--- src/rtl/matmul_pkg.sv ---
// Shared types and constants for the systolic matmul sequencer and its APB register map.
package matmul_pkg;
    localparam int MM_AWIDTH       = 10;
    localparam int MM_STRIDE_WIDTH = 8;

    localparam int REG_START     = 1;
    localparam int REG_DONE      = 2;
    localparam int REG_EXCEPTION = 3;
    localparam int REG_ADDR_A    = 4;
    localparam int REG_ADDR_B    = 5;
    localparam int REG_ADDR_C    = 6;
    localparam int REG_STRIDE_A  = 7;
    localparam int REG_STRIDE_B  = 8;
    localparam int REG_STRIDE_C  = 9;

    localparam int NUM_CH = 3;
    localparam int CH_A   = 0;
    localparam int CH_B   = 1;
    localparam int CH_C   = 2;

    typedef enum logic [2:0] {
        S_IDLE, S_CLEAR, S_LOAD, S_DRAIN, S_WRITE, S_FIN
    } state_t;
endpackage

--- src/rtl/matmul_addr_gen.sv ---
// Loadable base/stride address walker; also flags when the last of N addresses would overflow.
module matmul_addr_gen
    import matmul_pkg::*;
#(
    parameter int N      = 4,
    parameter int AWIDTH = MM_AWIDTH,
    parameter int SW     = MM_STRIDE_WIDTH
) (
    input  logic              clk,
    input  logic              rst_n,
    input  logic              load,
    input  logic              step,
    input  logic [AWIDTH-1:0] base,
    input  logic [SW-1:0]     stride,
    output logic [AWIDTH-1:0] addr,
    output logic              ovf
);
    localparam int W = AWIDTH + SW + 1;

    logic [SW-1:0] stride_q;
    logic [W-1:0]  last_addr;

    // Valid only while addr still holds the base, i.e. before the first step.
    assign last_addr = W'(addr) + W'(N - 1) * W'(stride_q);
    assign ovf       = last_addr > W'({AWIDTH{1'b1}});

    always_ff @(posedge clk or negedge rst_n) begin
        if (!rst_n) begin
            addr     <= '0;
            stride_q <= '0;
        end else if (load) begin
            addr     <= base;
            stride_q <= stride;
        end else if (step) begin
            addr <= addr + AWIDTH'(stride_q);
        end
    end
endmodule

--- src/rtl/matmul_sequencer.sv ---
// Run sequencer for one systolic matmul: clear PEs, stream A/B reads, drain, write C back.
module matmul_sequencer
    import matmul_pkg::*;
#(
    parameter int N                 = 4,
    parameter int AWIDTH            = MM_AWIDTH,
    parameter int ADDR_STRIDE_WIDTH = MM_STRIDE_WIDTH,
    parameter int DRAIN_CYCLES      = 2 * N
) (
    input  logic                         PCLK,
    input  logic                         PRESETn,
    input  logic                         start,
    input  logic [AWIDTH-1:0]            address_mat_a,
    input  logic [AWIDTH-1:0]            address_mat_b,
    input  logic [AWIDTH-1:0]            address_mat_c,
    input  logic [ADDR_STRIDE_WIDTH-1:0] address_stride_a,
    input  logic [ADDR_STRIDE_WIDTH-1:0] address_stride_b,
    input  logic [ADDR_STRIDE_WIDTH-1:0] address_stride_c,
    output logic [AWIDTH-1:0]            a_addr,
    output logic                         a_en,
    output logic [AWIDTH-1:0]            b_addr,
    output logic                         b_en,
    output logic [AWIDTH-1:0]            c_addr,
    output logic                         c_we,
    output logic                         pe_reset,
    output logic                         busy,
    output logic                         done,
    output logic                         exceptions
);
    localparam int SW      = ADDR_STRIDE_WIDTH;
    localparam int CNT_MAX = (N > DRAIN_CYCLES) ? N : DRAIN_CYCLES;
    localparam int CW      = $clog2(CNT_MAX + 1);

    state_t                          state;
    logic                            start_q;
    logic                            err_q;
    logic [CW-1:0]                   cnt;
    logic                            start_edge;
    logic                            load;
    logic [NUM_CH-1:0][AWIDTH-1:0]   base;
    logic [NUM_CH-1:0][SW-1:0]       stride;
    logic [NUM_CH-1:0][AWIDTH-1:0]   gen_addr;
    logic [NUM_CH-1:0]               step;
    logic [NUM_CH-1:0]               ovf;

    assign start_edge = start & ~start_q;
    assign load       = (state == S_IDLE) && start_edge;
    assign base       = {address_mat_c, address_mat_b, address_mat_a};
    assign stride     = {address_stride_c, address_stride_b, address_stride_a};
    assign step[CH_A] = (state == S_LOAD);
    assign step[CH_B] = (state == S_LOAD);
    assign step[CH_C] = (state == S_WRITE);

    // The generators hold the latched config, so mid-run input changes are ignored.
    generate
        for (genvar g = 0; g < NUM_CH; g++) begin : g_ch
            matmul_addr_gen #(.N(N), .AWIDTH(AWIDTH), .SW(SW)) u_gen (
                .clk   (PCLK),
                .rst_n (PRESETn),
                .load  (load),
                .step  (step[g]),
                .base  (base[g]),
                .stride(stride[g]),
                .addr  (gen_addr[g]),
                .ovf   (ovf[g])
            );
        end
    endgenerate

    // Outputs are registered decodes of the current state, so they trail it by one cycle.
    always_ff @(posedge PCLK or negedge PRESETn) begin
        if (!PRESETn) begin
            state      <= S_IDLE;
            start_q    <= 1'b0;
            err_q      <= 1'b0;
            cnt        <= '0;
            a_addr     <= '0;
            a_en       <= 1'b0;
            b_addr     <= '0;
            b_en       <= 1'b0;
            c_addr     <= '0;
            c_we       <= 1'b0;
            pe_reset   <= 1'b0;
            busy       <= 1'b0;
            done       <= 1'b0;
            exceptions <= 1'b0;
        end else begin
            start_q  <= start;
            pe_reset <= 1'b0;
            a_en     <= 1'b0;
            b_en     <= 1'b0;
            c_we     <= 1'b0;
            case (state)
                S_IDLE: begin
                    busy <= 1'b0;
                    if (start_edge) state <= S_CLEAR;
                end
                S_CLEAR: begin
                    pe_reset   <= 1'b1;
                    busy       <= 1'b1;
                    done       <= 1'b0;
                    exceptions <= 1'b0;
                    err_q      <= |ovf;
                    cnt        <= '0;
                    state      <= (|ovf) ? S_FIN : S_LOAD;
                end
                S_LOAD: begin
                    a_en   <= 1'b1;
                    b_en   <= 1'b1;
                    a_addr <= gen_addr[CH_A];
                    b_addr <= gen_addr[CH_B];
                    if (cnt == CW'(N - 1)) begin
                        cnt   <= '0;
                        state <= S_DRAIN;
                    end else begin
                        cnt <= cnt + 1'b1;
                    end
                end
                S_DRAIN: begin
                    if (cnt == CW'(DRAIN_CYCLES - 1)) begin
                        cnt   <= '0;
                        state <= S_WRITE;
                    end else begin
                        cnt <= cnt + 1'b1;
                    end
                end
                S_WRITE: begin
                    c_we   <= 1'b1;
                    c_addr <= gen_addr[CH_C];
                    if (cnt == CW'(N - 1)) begin
                        cnt   <= '0;
                        state <= S_FIN;
                    end else begin
                        cnt <= cnt + 1'b1;
                    end
                end
                S_FIN: begin
                    busy       <= 1'b0;
                    done       <= 1'b1;
                    exceptions <= err_q;
                    state      <= S_IDLE;
                end
                default: state <= S_IDLE;
            endcase
        end
    end
endmodule

--- config.mk ---
export PLATFORM = sky130hd
export DESIGN_NAME = matmul_sequencer
export DESIGN_NICKNAME = d
export VERILOG_FILES = /design/src/rtl/matmul_pkg.sv /design/src/rtl/matmul_addr_gen.sv /design/src/rtl/matmul_sequencer.sv
export SDC_FILE = /design/constraint.sdc
export NUM_CORES = 1
export LEC_CHECK = 0
export ABC_AREA = 1
export BUFFER_PORTS_ARGS = -buffer_cell sky130_fd_sc_hd__clkbuf_2
export CORE_MARGIN = 5
export CORE_UTILIZATION = 46
export DETAILED_ROUTE_END_ITERATION = 16
export GPL_ROUTABILITY_DRIVEN = 0
export PLACE_DENSITY = 0.65
export REMOVE_ABC_BUFFERS = 1
export SYNTH_ARGS = -nofsm -noshare
export SYNTH_HDL_FRONTEND = slang
export SYNTH_HIERARCHICAL = 1
export SYNTH_SLANG_ARGS = --single-unit
--- constraint.sdc ---
create_clock -name PCLK -period 5.94 [get_ports PCLK]
set_input_delay 1.188 -clock PCLK [delete_from_list [all_inputs] [get_ports PCLK]]
set_output_delay 1.188 -clock PCLK [all_outputs]
set_load 0.1 [all_outputs]
==> results.tsv <==
stage	metric	value	unit
sta	Slew Limit Headroom	49.3	%
placed_design	Port Buf Inserts	93	
worst_setup_path	worst r2r path cells	12	
detailed_routing	final WL	14800	um
clocking	clk_lat worst skew	0.36	ns
clocking	CTS H-Tree Depth	3	
synth	cell taking the most area after synthesis	dfrtp_1	
synth	Post-Syn Area	6310	um^2
grt	Total GRT Usage	19.1	%
floorplanning	Chip Height	127	um
detailed_routing	post-route DRC violation count	0	
clocking	hold_buf cts	0	
grt	vias in the first global route	5393	
finish	commonest non-fill, non-tap cell in the layout	nand2_1	
grt	GRT Residual Overflow	0	
detailed_routing	Vias	5209	
floorplanning	num ports	94	
worst_setup_path	R2R Path End	state[0]	
finish	register area	2480	um^2
finish	area grow syn2layout	14.9	%
worst_setup_path	Critical Path Source Type	flip-flop	
clocking	Post-CTS Repair Setup Buffers	0	
grt	pin count of the biggest net entering global routing	61	
finish	most frequent cells in the layout	243 x nand2_1, 99 x dfrtp_1, 92 x clkbuf_2	
clocking	clock slew at reported path FFs	0.07	ns
detailed_routing	Post-DRT Antenna Nets	0	
detailed_routing	drt pass-1 iters	5	
worst_setup_path	Worst EP arrival	2.74	ns
synth	syn_area_per_cell	8.86	um^2
floorplanning	Core Rows	42	
finish	nets	943	
worst_setup_path	critical path class	reg -> reg	
synth	dominant cells by area after synthesis	dfrtp_1 39%, nand2_1 14%, ha_1 11%, fa_1 7.6%, mux2_2 4.3%	
sta	post-layout min period	2.49	ns
hold_path	hold path start	b_addr[4]	
sta	final hold vios	0	
sta	Setup TNS	0	ns
grt	global-route wire length before repair	25200	um
clocking	Num Clock Sinks	99	
clocking	TritonCTS buffer count	9	
synth	Post-Synthesis Cells	712	
finish	Fillers	1247	
sta	Worst-Margin Slew	0.760	ns
floorplanning	Starting Density	47.3	%
clocking	PostCTS Resize Cnt	0	
clocking	clk buf depth	2	
sta	Setup Skew	0.00678	ns
flow_run	max-cap violations	0	
synth	top-area cell type share of the netlist area	39.3	%
sta	Max Freq	0.401	GHz
clocking	CTS tree	built	
synth	Synthesis Warnings	6	
hold_path	worst hold path stage count	2	
finish	share of cells above drive strength 1	21.3	%
worst_setup_path	Worst Setup End Kind	flip-flop	
worst_setup_path	worst path required time	6.18	ns
detailed_routing	DR iter-0 viols	314	
synth	synth unique cells	32	
hold_path	min-delay worst type	reg -> reg	
synth	post-synthesis sequential area ratio	39.3	%
worst_setup_path	crit-path max FO	4	
sta	RSZ-0062 raised after global routing	no	
sta	# setup viols final	0	
clocking	clock root buffer	clkbuf_16	
status	status	finished, final reports clean	
worst_setup_path	reg-to-reg setup timing slack	3.45	ns
floorplanning	Die Area	16200	um^2
detailed_routing	wire per inst	14.9	um
finish	multi-input logic area	3590	um^2
floorplanning	die width	127	um
grt	initial antenna violation count	0	
worst_setup_path	FF-to-FF Start	g_ch[1].u_gen/addr[7]	
sta	pins over their slew limit	0	
hold_path	Worst Hold End	b_addr[4]	
floorplanning	core footprint	13300	um^2
placed_design	Post-DP HPWL	11400	um
finish	Antenna diodes	0	
detailed_routing	vias per inst	5.27	
sta	final worst path period share	42.0	%
synth	Seq cells post-synth	99	
cells by family (layout without fill, tap and decap cells):
| group | count (synthesis) | in the layout | synth area share, % |
|---|---|---|---|
| compound gates | 79 | 79 | 8.03 |
| xor+xnor | 9 | 9 | 1.25 |
| fa+ha+maj | 79 | 79 | 18.5 |
| buf+inv | 58 | 158 | 3.91 |
| flops | 99 | 99 | 39.3 |
| mux | 24 | 24 | 4.28 |
| simple gates | 364 | 364 | 24.8 |
cells in the mapped netlist (all sizes together):
cell type and instances:
a211oi 3, a21boi 3, a21oi 25, a22oi 21, buf 13, dfrtp 99
fa 24, ha 55, inv 45, mux2 24, nand2 253, nand3 54
nand3b 3, nand4 4, nor2 46, nor3 4, o211ai 4, o21a 3
o21ai 17, o31ai 3, xnor2 8, xor2 1
per-layer routing:
metal  track usage [%]  part of all wire [%]  up-vias
met2              32.9                    50      123
met5                 0                     0        -
li1                  -                     -     2561
met4              8.71                   2.7        0
met3              3.51                   4.0       33
met1              23.4                    43     2492
critical path, stage by stage, from the launching register on:
cell      delay, ns
dfrtp_1        0.45
fa_1           0.52
ha_1           0.32
a21oi_1        0.13
nor2_1         0.05
a211oi_1       0.21
nand3_1        0.15
nor2_1         0.14
nand2_1        0.09
nand2_1        0.12
a21oi_1        0.08
nand2_1        0.07
nand2_1        0.05
registers in the layout, summed over array words and instances (netlist names):
register	flops
cnt	4
b_en	1
state	3
pe_reset	1
g_ch.u_gen/addr	30
busy	1
c_addr	10
b_addr	10
c_we	1
a_addr	10
exceptions	1
g_ch.u_gen/stride_q	24
start_q	1
done	1
err_q	1
how the worst max path moves through the flow:
stage | from | end | slack, ns | depth (start not counted)
2_1_floorplan | start | g_ch[1].u_gen/addr[3] | -0.31 | 5
3_3_place_gp | start | g_ch[1].u_gen/addr[5] | 3.35 | 7
3_5_place_dp | start | g_ch[1].u_gen/addr[5] | 3.31 | 7
4_1_cts | g_ch[1].u_gen/addr[7] | state[2] | 3.45 | 12
5_1_grt | g_ch[1].u_gen/addr[7] | state[2] | 3.21 | 12
6_report | g_ch[1].u_gen/addr[7] | state[0] | 3.45 | 12
final cells by class:
cell class,count,share of cell area (%)
Clock buffer,9,3.11
Clock inverter,7,0.949
Inverter,45,2.33
Multi-Input combinational cell,555,49.5
Sequential cell,99,34.2
Tap cell,176,3.04
Timing Repair Buffer,97,6.87
per-stage QoR:
stage / instance area (um^2) / std cells / setup slack [ns] / hold slack, ns / util (%)
3_5_place_dp: 6960 / 972 / 3.31 / 0.464 / 52.1
5_1_grt: 7250 / 988 / 3.21 / 0.503 / 54.3
3_3_place_gp: 6960 / 972 / 3.35 / 0.462 / 52.1
6_report: 7250 / 988 / 3.45 / 0.479 / 54.3
2_1_floorplan: 6230 / 699 / -0.308 / 0.468 / -
4_1_cts: 7250 / 988 / 3.45 / 0.482 / 54.3
Power is left out: the tool's default activity adds up to more than one toggle a clock period on the data nets, which glitch-free logic cannot reach.
